<file path="src/rtl/park_dir_decoder.sv">
// park_dir_decoder: gate-lane direction decoder for the parking counter.
// Each raw beam is synchronised and debounced. The debounced pair {db_a, db_b} then
// drives a passage-tracking FSM that emits one-cycle entry/exit/fault pulses.
// Optional feature macro: PARK_DIR_TIMEOUT_EN. When defined, a passage that takes
// longer than TIMEOUT_CYCLES is aborted with a fault.
module park_dir_decoder #(
  parameter int unsigned DEBOUNCE_CYCLES = 100000,
  parameter int unsigned TIMEOUT_CYCLES  = 500000000
) (
  input  logic clk,
  input  logic reset,
  input  logic beam_a,
  input  logic beam_b,
  output logic entry_pulse,
  output logic exit_pulse,
  output logic fault_pulse,
  output logic busy
);

  localparam int unsigned CntW = $clog2(DEBOUNCE_CYCLES + 1);
  localparam logic [CntW-1:0] DbMax = CntW'(DEBOUNCE_CYCLES - 1);

  typedef enum logic [2:0] {
    StIdle,
    StInA,
    StInAb,
    StInB,
    StOutB,
    StOutAb,
    StOutA,
    StWaitClr
  } state_e;

  // Bit 1 is beam A and bit 0 is beam B, so db_q is directly the {db_a, db_b} pair.
  logic [1:0]      raw;
  logic [1:0]      meta_q, sync_q, db_q;
  logic [CntW-1:0] cnt_q [2];

  state_e state_q, state_d;
  logic   entry_d, exit_d, fault_d;
  logic   entry_q, exit_q, fault_q, busy_q;
  logic   tmo_hit;

  assign raw = {beam_a, beam_b};

  // Two-flop synchroniser and per-beam debounce counter.
  always_ff @(posedge clk or posedge reset) begin
    if (reset) begin
      meta_q   <= '0;
      sync_q   <= '0;
      db_q     <= '0;
      cnt_q[0] <= '0;
      cnt_q[1] <= '0;
    end else begin
      meta_q <= raw;
      sync_q <= meta_q;
      for (int i = 0; i < 2; i++) begin
        if (sync_q[i] == db_q[i]) begin
          cnt_q[i] <= '0;
        end else if (cnt_q[i] == DbMax) begin
          db_q[i]  <= sync_q[i];
          cnt_q[i] <= '0;
        end else begin
          cnt_q[i] <= cnt_q[i] + CntW'(1);
        end
      end
    end
  end

`ifdef PARK_DIR_TIMEOUT_EN
  localparam int unsigned TCntW = $clog2(TIMEOUT_CYCLES + 1);
  localparam logic [TCntW-1:0] TmoMax = TCntW'(TIMEOUT_CYCLES - 1);

  logic [TCntW-1:0] tcnt_q;
  logic             in_passage;

  assign in_passage = (state_q != StIdle) && (state_q != StWaitClr);
  assign tmo_hit    = in_passage && (tcnt_q == TmoMax);

  // Passage duration counter; idle and wait-for-clear states hold it at zero.
  always_ff @(posedge clk or posedge reset) begin
    if (reset) begin
      tcnt_q <= '0;
    end else if (!in_passage) begin
      tcnt_q <= '0;
    end else begin
      tcnt_q <= tcnt_q + TCntW'(1);
    end
  end
`else
  logic unused_timeout_cfg;
  assign unused_timeout_cfg = ^TIMEOUT_CYCLES;
  assign tmo_hit = 1'b0;
`endif

  // Next-state decode of the debounced pair; the pulses are decided with the transition.
  always_comb begin
    state_d = state_q;
    entry_d = 1'b0;
    exit_d  = 1'b0;
    fault_d = 1'b0;
    unique case (state_q)
      StIdle: begin
        case (db_q)
          2'b10:   state_d = StInA;
          2'b01:   state_d = StOutB;
          2'b11:   begin state_d = StWaitClr; fault_d = 1'b1; end
          default: ;
        endcase
      end
      StInA: begin
        case (db_q)
          2'b11:   state_d = StInAb;
          2'b00:   state_d = StIdle;
          2'b01:   begin state_d = StWaitClr; fault_d = 1'b1; end
          default: ;
        endcase
      end
      StInAb: begin
        case (db_q)
          2'b01:   state_d = StInB;
          2'b10:   state_d = StInA;
          2'b00:   begin state_d = StWaitClr; fault_d = 1'b1; end
          default: ;
        endcase
      end
      StInB: begin
        case (db_q)
          2'b00:   begin state_d = StIdle; entry_d = 1'b1; end
          2'b11:   state_d = StInAb;
          2'b10:   begin state_d = StWaitClr; fault_d = 1'b1; end
          default: ;
        endcase
      end
      StOutB: begin
        case (db_q)
          2'b11:   state_d = StOutAb;
          2'b00:   state_d = StIdle;
          2'b10:   begin state_d = StWaitClr; fault_d = 1'b1; end
          default: ;
        endcase
      end
      StOutAb: begin
        case (db_q)
          2'b10:   state_d = StOutA;
          2'b01:   state_d = StOutB;
          2'b00:   begin state_d = StWaitClr; fault_d = 1'b1; end
          default: ;
        endcase
      end
      StOutA: begin
        case (db_q)
          2'b00:   begin state_d = StIdle; exit_d = 1'b1; end
          2'b11:   state_d = StOutAb;
          2'b01:   begin state_d = StWaitClr; fault_d = 1'b1; end
          default: ;
        endcase
      end
      StWaitClr: begin
        if (db_q == 2'b00) state_d = StIdle;
      end
      default: state_d = StIdle;
    endcase
    // Timeout overrides whatever the sequence decode chose this cycle.
    if (tmo_hit) begin
      state_d = StWaitClr;
      entry_d = 1'b0;
      exit_d  = 1'b0;
      fault_d = 1'b1;
    end
  end

  // State and registered outputs.
  always_ff @(posedge clk or posedge reset) begin
    if (reset) begin
      state_q <= StIdle;
      entry_q <= 1'b0;
      exit_q  <= 1'b0;
      fault_q <= 1'b0;
      busy_q  <= 1'b0;
    end else begin
      state_q <= state_d;
      entry_q <= entry_d;
      exit_q  <= exit_d;
      fault_q <= fault_d;
      busy_q  <= (state_d != StIdle);
    end
  end

  assign entry_pulse = entry_q;
  assign exit_pulse  = exit_q;
  assign fault_pulse = fault_q;
  assign busy        = busy_q;

endmodule

</file>
<file path="config.mk">
export PLATFORM = sky130hd
export DESIGN_NAME = park_dir_decoder
export DESIGN_NICKNAME = d
export VERILOG_FILES = /design/src/rtl/park_dir_decoder.sv
export SDC_FILE = /design/constraint.sdc
export NUM_CORES = 1
export LEC_CHECK = 0
export CORE_AREA = 2 2 70 72
export CTS_BUF_LIST = sky130_fd_sc_hd__clkbuf_8
export DETAILED_ROUTE_END_ITERATION = 7
export DIE_AREA = 0 0 72 74
export PLACE_DENSITY = 0.77
export SYNTH_ARGS = -nofsm -noshare
export SYNTH_HDL_FRONTEND = slang
export SYNTH_SLANG_ARGS = --single-unit
</file>
<file path="constraint.sdc">
create_clock -name clk -period 1.9 [get_ports clk]
set_clock_uncertainty 0.2 [all_clocks]
set_input_delay 0.475 -clock clk [delete_from_list [all_inputs] [get_ports clk]]
set_output_delay 0.475 -clock clk [all_outputs]
set_load 0.05 [all_outputs]
</file>
======== Word-level counts from Yosys, hierarchy flattened ========
Index checks and enable logic that the tools add are counted.
word-level totals
  register bits after elaboration ......... 47
cells by class
  $add $sub $neg .......................... 2
  equal/unequal tests ..................... 14
  multiplexer cells ....................... 20
  bitwise operators ....................... 2
  reductions and logical operators ........ 8
operators by type and width
  kind                     count
  $mux W17                 4
  $pmux W3 S3              7
  $add A17 B1 Y17 const B  2
  $eq A17 B17 Y1 const B   2
  $pmux W3 S8              1
  $eq A3 B3 Y1 const B     4
  $eq A3 B2 Y1 const B     2
  $mux W1                  6
  $reduce_or A2 Y1         3
  $eq A2 B2 Y1 const B     2
  $pmux W1 S4              1
  $reduce_and A2 Y1        2
  $eq A3 B1 Y1 const B     1
  $logic_not A3 Y1         1
  $mux W3                  1
  $reduce_bool A3 Y1       1
  $eq A1 B1 Y1             2
  $eq A2 B1 Y1 const B     1
  $logic_not A2 Y1         1
  $not A1 Y1               2

======== Depth between registers and ports, before layout ========
Gate-level depths: netlist of the first run.
  word-level depth ........................ 4
  gate-level depth with buffers ........... 6
  gate-level depth less buffers ........... 5

======== Worst setup path after synthesis of the first run ========
No wires, ideal clock.
  kind .................................... reg-to-reg
  start point ............................. register cnt_q[17] (netlist name)
  end point ............................... register cnt_q[27] (netlist name)
  library setup time ...................... 0.119 ns
  arrival ................................. 1.408 ns
  data required time ...................... 1.581 ns
  slack ................................... 0.173 ns
  stages on the path, launching flop included .. 7
  path buffers ............................ 1
  period minus slack after synthesis ...... 1.727 ns
  path through ............................ dfrtp_1 ha_1 and4_1 nand2_1 o21ai_2 buf_6 nor2_1
between the ends
  word-level cells in the longest chain between the ends .. 3
  elaborated cells between the ends (all ways) .. 4
  those cells by class .................... add/sub: 1; eq/ne: 1; mux: 2
RTL lines
  item                                               RTL line  text
  start, declared                                    37        logic [CntW-1:0] cnt_q [2];
  start signal, assigned by index                    64        cnt_q[i] <= cnt_q[i] + CntW'(1);
  $add A17 B1 Y17 or $eq A17 B17 Y1 (tied branches)  64, 60
  $mux W17 (*)                                       60        end else if (cnt_q[i] == DbMax) begin
  $mux W17 (*)                                       58        if (sync_q[i] == db_q[i]) begin
Mark *: on every way between the ends. The rest lies on a longest branch, timed or not.
A chain may end at the register's enable or synchronous reset.

======== Worst setup path after layout of the first run ========
  start point ............................. register cnt_q[17] (netlist name)
  end point ............................... register db_q[0]
between the ends
  word-level cells in the longest chain between the ends .. 2
RTL lines
  item                                RTL line  text
  $eq A17 B17 Y1                      60
  $reduce_and A2 Y1 (no source line)  n/a
  end signal, assigned by index       61        db_q[i] <= sync_q[i];
  end, declared                       36        logic [1:0] meta_q, sync_q, db_q;
No other way between the ends.

==> results of run 1 <==
==> cell families after synthesis <==
group / after synthesis / synth area share [%]
flops: 47 / 49.09
mux: 3 / 1.358
simple gates: 118 / 26.95
compound gates: 16 / 5.221
xor+xnor: 33 / 12.06
buf+inv: 19 / 4.282
fa+ha+maj: 2 / 1.044
==> cells in the final DEF (no fill, tap or decap), drive strengths merged, types with 4 or more instances in the layout <==
cell type,count
dfrtp,47
nor2,40
xnor2,21
nand4,15
buf,14
xor2,12
nand3,11
nand2,11
nor4,10
nor3,8
inv,7
clkbuf,5
o21ai,5
nor2b,4
==> per-layer routing <==
metal	wire length (um)	vias to the layer above	track usage, %
met5	0	-	0
met4	74	0	8.595
met3	93	7	3.388
met2	2043	26	29.01
met1	1972	825	23.32
li1	-	846	-
==> flip-flops by register name, indices dropped and copies added (netlist names) <==
signal       cells
sync_q           2
entry_pulse      1
fault_pulse      1
cnt_q           34
busy             1
state_q          3
db_q             2
exit_pulse       1
meta_q           2
==> worst max-delay path, delay by kind of cell, from the launching register on <==
| family | cells | cell delay [ns] |
|---|---|---|
| mux | 1 | 0.32 |
| flops | 1 | 0.43 |
| simple gates | 3 | 0.50 |
| fa+ha+maj | 1 | 0.25 |
==> where the power goes <==
group / switching (mW) / internal (mW)
sequential: 0.0152 / 1.01
combinational: 0.0417 / 0.0250
clock: 0.296 / 0.240
==> layout make-up <==
cell class                      instances  area (sq um)
Clock buffer                            5         68.82
Clock inverter                          1         3.754
Fill cell                             396          1959
Inverter                                6         22.52
Multi-Input combinational cell        172          1137
Sequential cell                        47          1179
Tap cell                               54         67.56
Timing Repair Buffer                   17         160.2
==> metrics by stage <==
step	power, mW	std cells	utilization [%]	hold WS (ns)	area [sq um]
after floorplan	1.090	238	-	0.1312	2396
after global placement	1.113	296	55.32	0.1341	2544
after detailed placement	1.117	296	55.32	0.1379	2544
after CTS	1.662	302	56.90	0.1551	2616
after global routing	1.704	302	57.39	0.1739	2639
final	1.632	302	57.39	0.1530	2639
==> synthesized netlist by cell type, types with 2 or more instances <==
library cell,number
nor4_2,3
buf_2,10
mux2_1,2
a21oi_1,3
dfrtp_1,47
nor4b_1,3
o21ai_0,3
ha_1,2
and3_1,2
nor2b_1,4
nand2_1,10
buf_6,2
or3_1,2
or2_1,2
o211ai_1,2
nor4bb_1,2
nand3_1,11
nor4_1,7
nor3b_1,2
xnor2_1,21
nor2_1,40
nand2b_1,2
nor3_1,8
nand4_1,13
xor2_1,12
nand4_2,2
inv_1,6
and4_1,2
==> worst max-delay path by stage <==
stage / startpoint / to / slack, ns
after floorplan: reset / busy / 0.11
after global placement: cnt_q[17] / db_q[0] / 0.14
after detailed placement: db_q[1] / busy / 0.09
after CTS: db_q[1] / busy / 0.08
after global routing: cnt_q[17] / db_q[0] / 0.0003
final: cnt_q[17] / db_q[0] / 0.1
==> impl_metrics.env, run 1 <==
export IMPL_dp_slack_ns=0.09436
export IMPL_yosys_most_used_dff="dfrtp_1"
export IMPL_r2r_slack_ns=0.1
export IMPL_synth_top_cell_area_share_pct=49.09
export IMPL_yosys_cell_types_count=41
export IMPL_num_vias=1704
export IMPL_rows=25
export IMPL_holdPathStages=0
export IMPL_reg2reg_to="db_q[0]"
export IMPL_netlist_area_sq_mm=0.002396
export IMPL_synthToLayoutAreaGrowth_pct=10.13
export IMPL_max_cap_violations=0
export IMPL_grt_max_degree=39
export IMPL_drive_gt1_share_pct=13.71
export IMPL_synthTopCellsByArea="dfrtp_1 49%, xnor2_1 7.7%, nor2_1 6.3%"
export IMPL_die_x_um=72
export IMPL_dp_final_hpwl_um=2930
export IMPL_maxSlewViolCount=0
export IMPL_wl_per_cell_um=13.85
export IMPL_yosysSeqAreaShare_pct=49.09
export IMPL_syn_area_per_cell_sq_um=10.07
export IMPL_hold_viol_final=0
export IMPL_r2r_start="cnt_q[17]"
export IMPL_synth_edff_count=0
export IMPL_min_delay_start="meta_q[1]"
export IMPL_ys_warn_count=0
export IMPL_h_tree_depth=2
export IMPL_ys_seq_elements=47
export IMPL_clkLatencyLatePin_ns=0.29
export IMPL_antenna_found_initial=0
export IMPL_tns_ns=0
export IMPL_worst_setup_path_end_kind="flip-flop"
export IMPL_outcome="completed"
export IMPL_path_max_fanout=5
export IMPL_ir_drop_mv=0.4567
export IMPL_gp_congestion=0.8133
export IMPL_clkTransAtPathRegs_ns=0.07
export IMPL_portBuffers=7
export IMPL_synth_top_cell_by_area="dfrtp_1"
export IMPL_leakagePower_nw=1.095
export IMPL_layout_nets=255
export IMPL_drt_initial_drc_count=101
export IMPL_coreArea_sq_mm=0.004598
export IMPL_crit_type="reg2reg"
export IMPL_async_flop_share_pct=100.0
export IMPL_syn_instance_count=238
export IMPL_syn_nets=244
export IMPL_cts_sinks=47
export IMPL_crit_slowest_cell="dfrtp_1"
export IMPL_start_kind="flip-flop"
export IMPL_grtUsageTotal_pct=17.86
export IMPL_finalSetupViolCount=0
export IMPL_arrival_ns=1.78
export IMPL_drt_wl_total_um=4183
export IMPL_antenna_cells=0
export IMPL_remaining_drc_errors=0
export IMPL_dieArea_sq_mm=0.005328
export IMPL_cts_root_buf="clkbuf_8"
export IMPL_cts_resized=0
export IMPL_vias_per_cell=5.642
export IMPL_dieHeight_um=74
export IMPL_fin_crit_sh_pct=94.88
export IMPL_relSlewSlack_pct=77.32
export IMPL_holdPathEnd="sync_q[1]"
export IMPL_reg2reg_depth=5
export IMPL_grt_pass1_wl_um=7465
export IMPL_io_pins=8
export IMPL_cts_hold_buffers=0
export IMPL_firstDrtPassIters=4
export IMPL_max_clock_path_buffers=2
export IMPL_tightest_slew_ns=0.3355
export IMPL_tritoncts="built"
export IMPL_overflow=0
export IMPL_crit_chain="ha_1, and4_1, nand2_1, nor2_1, mux2_1"
export IMPL_grt_setup_unrepaired="no"
export IMPL_post_cts_buffers=0
export IMPL_slowest_delay_ns=0.43
export IMPL_powerDensity_mw_per_mm2=618.3
export IMPL_timing_final_ws_setup_ns=0.09737
export IMPL_ant_nets=0
export IMPL_initial_core_util_pct=52.11
export IMPL_cts_buffers=5
export IMPL_required_ns=1.87
export IMPL_fin_crit_ns=1.803
export IMPL_worst_hold_path_type="reg2reg"
export IMPL_max_freq_mhz=554.7
export IMPL_grt_pass1_vias=1665
Power figures use the tool's default switching activity.
==> run 2: changes to the inputs <==
Clock period 1.9 ns to 2 ns, I/O delays scaled along.
==> run 2 against run 1 <==
Net effect:
- critical path type unchanged
- first-iteration DRC count rose by 24%
- largest power group unchanged
- worst setup slack improved by 0.050 ns
- sequential power fell by 5%
- die area stayed put
- hold slack better by 0.0065 ns
- largest cell class unchanged
- sequential cell count did not move
- power decreased by 2.2%
- via count unchanged
- combinational power fell by 7.9%
==> impl_metrics.env, run 2 (same netlist as run 1, synthesis figures left out) <==
export IMPL_synthToLayoutAreaGrowth_pct=7.311
export IMPL_fin_crit_ns=1.853
export IMPL_crit_type="reg2reg"
export IMPL_outcome="completed"
export IMPL_r2r_slack_ns=0.15
export IMPL_grt_pass1_wl_um=7424
export IMPL_wl_per_cell_um=14.06
export IMPL_remaining_drc_errors=0
export IMPL_die_x_um=72
export IMPL_start_kind="flip-flop"
export IMPL_powerDensity_mw_per_mm2=620.5
export IMPL_largest_reg_flops=34
export IMPL_cts_sinks=47
export IMPL_gp_congestion=0.7995
export IMPL_grt_setup_unrepaired="no"
export IMPL_vias_per_cell=5.718
export IMPL_max_cap_violations=0
export IMPL_max_freq_mhz=539.8
export IMPL_num_vias=1704
export IMPL_cts_root_buf="clkbuf_8"
export IMPL_required_ns=1.98
export IMPL_coreArea_sq_mm=0.004598
export IMPL_reg2reg_to="busy"
export IMPL_final_cell_mix="46 x dfrtp_1, 40 x nor2_1, 21 x xnor2_1"
export IMPL_grt_pass1_vias=1694
export IMPL_max_clock_path_buffers=2
export IMPL_ant_nets=0
export IMPL_io_pins=8
export IMPL_crit_end="busy"
export IMPL_filler_cell_count=396
export IMPL_overflow=0
export IMPL_maxSlewViolCount=0
export IMPL_grt_max_degree=40
export IMPL_h_tree_depth=2
export IMPL_leakagePower_nw=1.069
export IMPL_layout_nets=249
export IMPL_reg_top3="cnt_q (34), state_q (3)"
export IMPL_tritoncts="built"
export IMPL_grtUsageTotal_pct=18.06
export IMPL_antenna_cells=0
export IMPL_tns_ns=0
export IMPL_drt_wl_total_um=4190
export IMPL_drive_gt1_share_pct=11.07
export IMPL_dp_slack_ns=0.09780
export IMPL_tightest_slew_ns=0.4104
export IMPL_relSlewSlack_pct=72.64
export IMPL_hold_viol_final=0
export IMPL_crit_path_start="state_q[1]"
export IMPL_path_max_fanout=12
export IMPL_worst_hold_path_type="reg2reg"
export IMPL_worst_setup_path_end_kind="flip-flop"
export IMPL_dieHeight_um=74
export IMPL_rows=25
export IMPL_reg2reg_depth=4
export IMPL_final_common_cell="dfrtp_1"
export IMPL_dieArea_sq_mm=0.005328
export IMPL_firstDrtPassIters=4
export IMPL_timing_final_ws_setup_ns=0.1473
export IMPL_portBuffers=7
export IMPL_clkLatencyLatePin_ns=0.31
export IMPL_cts_buffers=5
export IMPL_fin_crit_sh_pct=92.64
export IMPL_dp_final_hpwl_um=2888
export IMPL_r2r_start="state_q[1]"
export IMPL_drt_initial_drc_count=125
export IMPL_regMostFlops="cnt_q"
export IMPL_clkTransAtPathRegs_ns=0.08
export IMPL_arrival_ns=1.83
export IMPL_initial_core_util_pct=52.11
export IMPL_finalSetupViolCount=0
export IMPL_antenna_found_initial=0
export IMPL_ir_drop_mv=0.4779
## run 2: changes by cell type in the layout (fill, tap and decap cells not counted)
| cell | change |
|---|---|
| buf_4 | -5 |
| clkinv_2 | +3 |
| nor4_1 | +2 |
| nor4_2 | -2 |
| buf_12 | -1 |
| dfrtp_1 | +1 |
| dfrtp_2 | -1 |
| ha_1 | +1 |
| ha_2 | -1 |
| inv_1 | -1 |
| nand2_2 | +1 |
| nand2_4 | -1 |
## run 2: worst min-delay path by stage
stage	cells after the start	start	to
global placement	0	meta_q[0]	sync_q[0]
finish	0	meta_q[0]	sync_q[0]
detailed placement	0	meta_q[0]	sync_q[0]
floorplan	0	meta_q[0]	sync_q[0]
CTS	0	meta_q[0]	sync_q[0]
global route	0	meta_q[0]	sync_q[0]
## run 2: repair_timing
item                                    4_1_cts  5_1_grt
resized for setup                             0        1
hold buffers                                  0        0
setup buffers                                 0        0
endpoints found under the setup margin        0        1
## run 2: critical path, stage by stage, from the launching register on
cell,delay [ns]
dfrtp_1,0.58
or3b_1,0.39
o21ai_1,0.10
a2111oi_2,0.09
or3_1,0.37
## run 2: area by class of cell
class | count | area, sq um | share of cell area (%)
Inverter | 6 | 22.52 | 0.8759
Clock buffer | 5 | 68.82 | 2.676
Timing Repair Buffer | 11 | 102.6 | 3.990
Sequential cell | 47 | 1177 | 45.79
Clock inverter | 3 | 15.01 | 0.5839
Tap cell | 54 | 67.56 | 2.628
Multi-Input combinational cell | 172 | 1117 | 43.45
## run 2: power breakdown
group          internal [mW]  total, mW  switching [mW]
logic                 0.0227     0.0614          0.0387
registers              0.963      0.976          0.0133
clock network          0.240      0.558           0.318
total                   1.23       1.60           0.370
## run 2: metal layers
metal	vias to the layer above	GRT usage, %	routed length (um)
met3	8	5.691	155
met2	36	31.48	2166
met4	0	5.660	67
met1	827	21.55	1800
met5	-	0	0
li1	833	-	-
## run 2: through the flow
step                      cells  hold WS, ns  total power [mW]  instance area [sq um]  util [%]
after detailed placement    290       0.1464             1.059                   2486     54.07
after floorplan             238       0.1312             1.035                   2396         -
after CTS                   298       0.1646             1.614                   2570     55.89
after global routing        298       0.1691             1.669                   2571     55.92
after global placement      290       0.1337             1.057                   2486     54.07
final                       298       0.1595             1.596                   2571     55.92
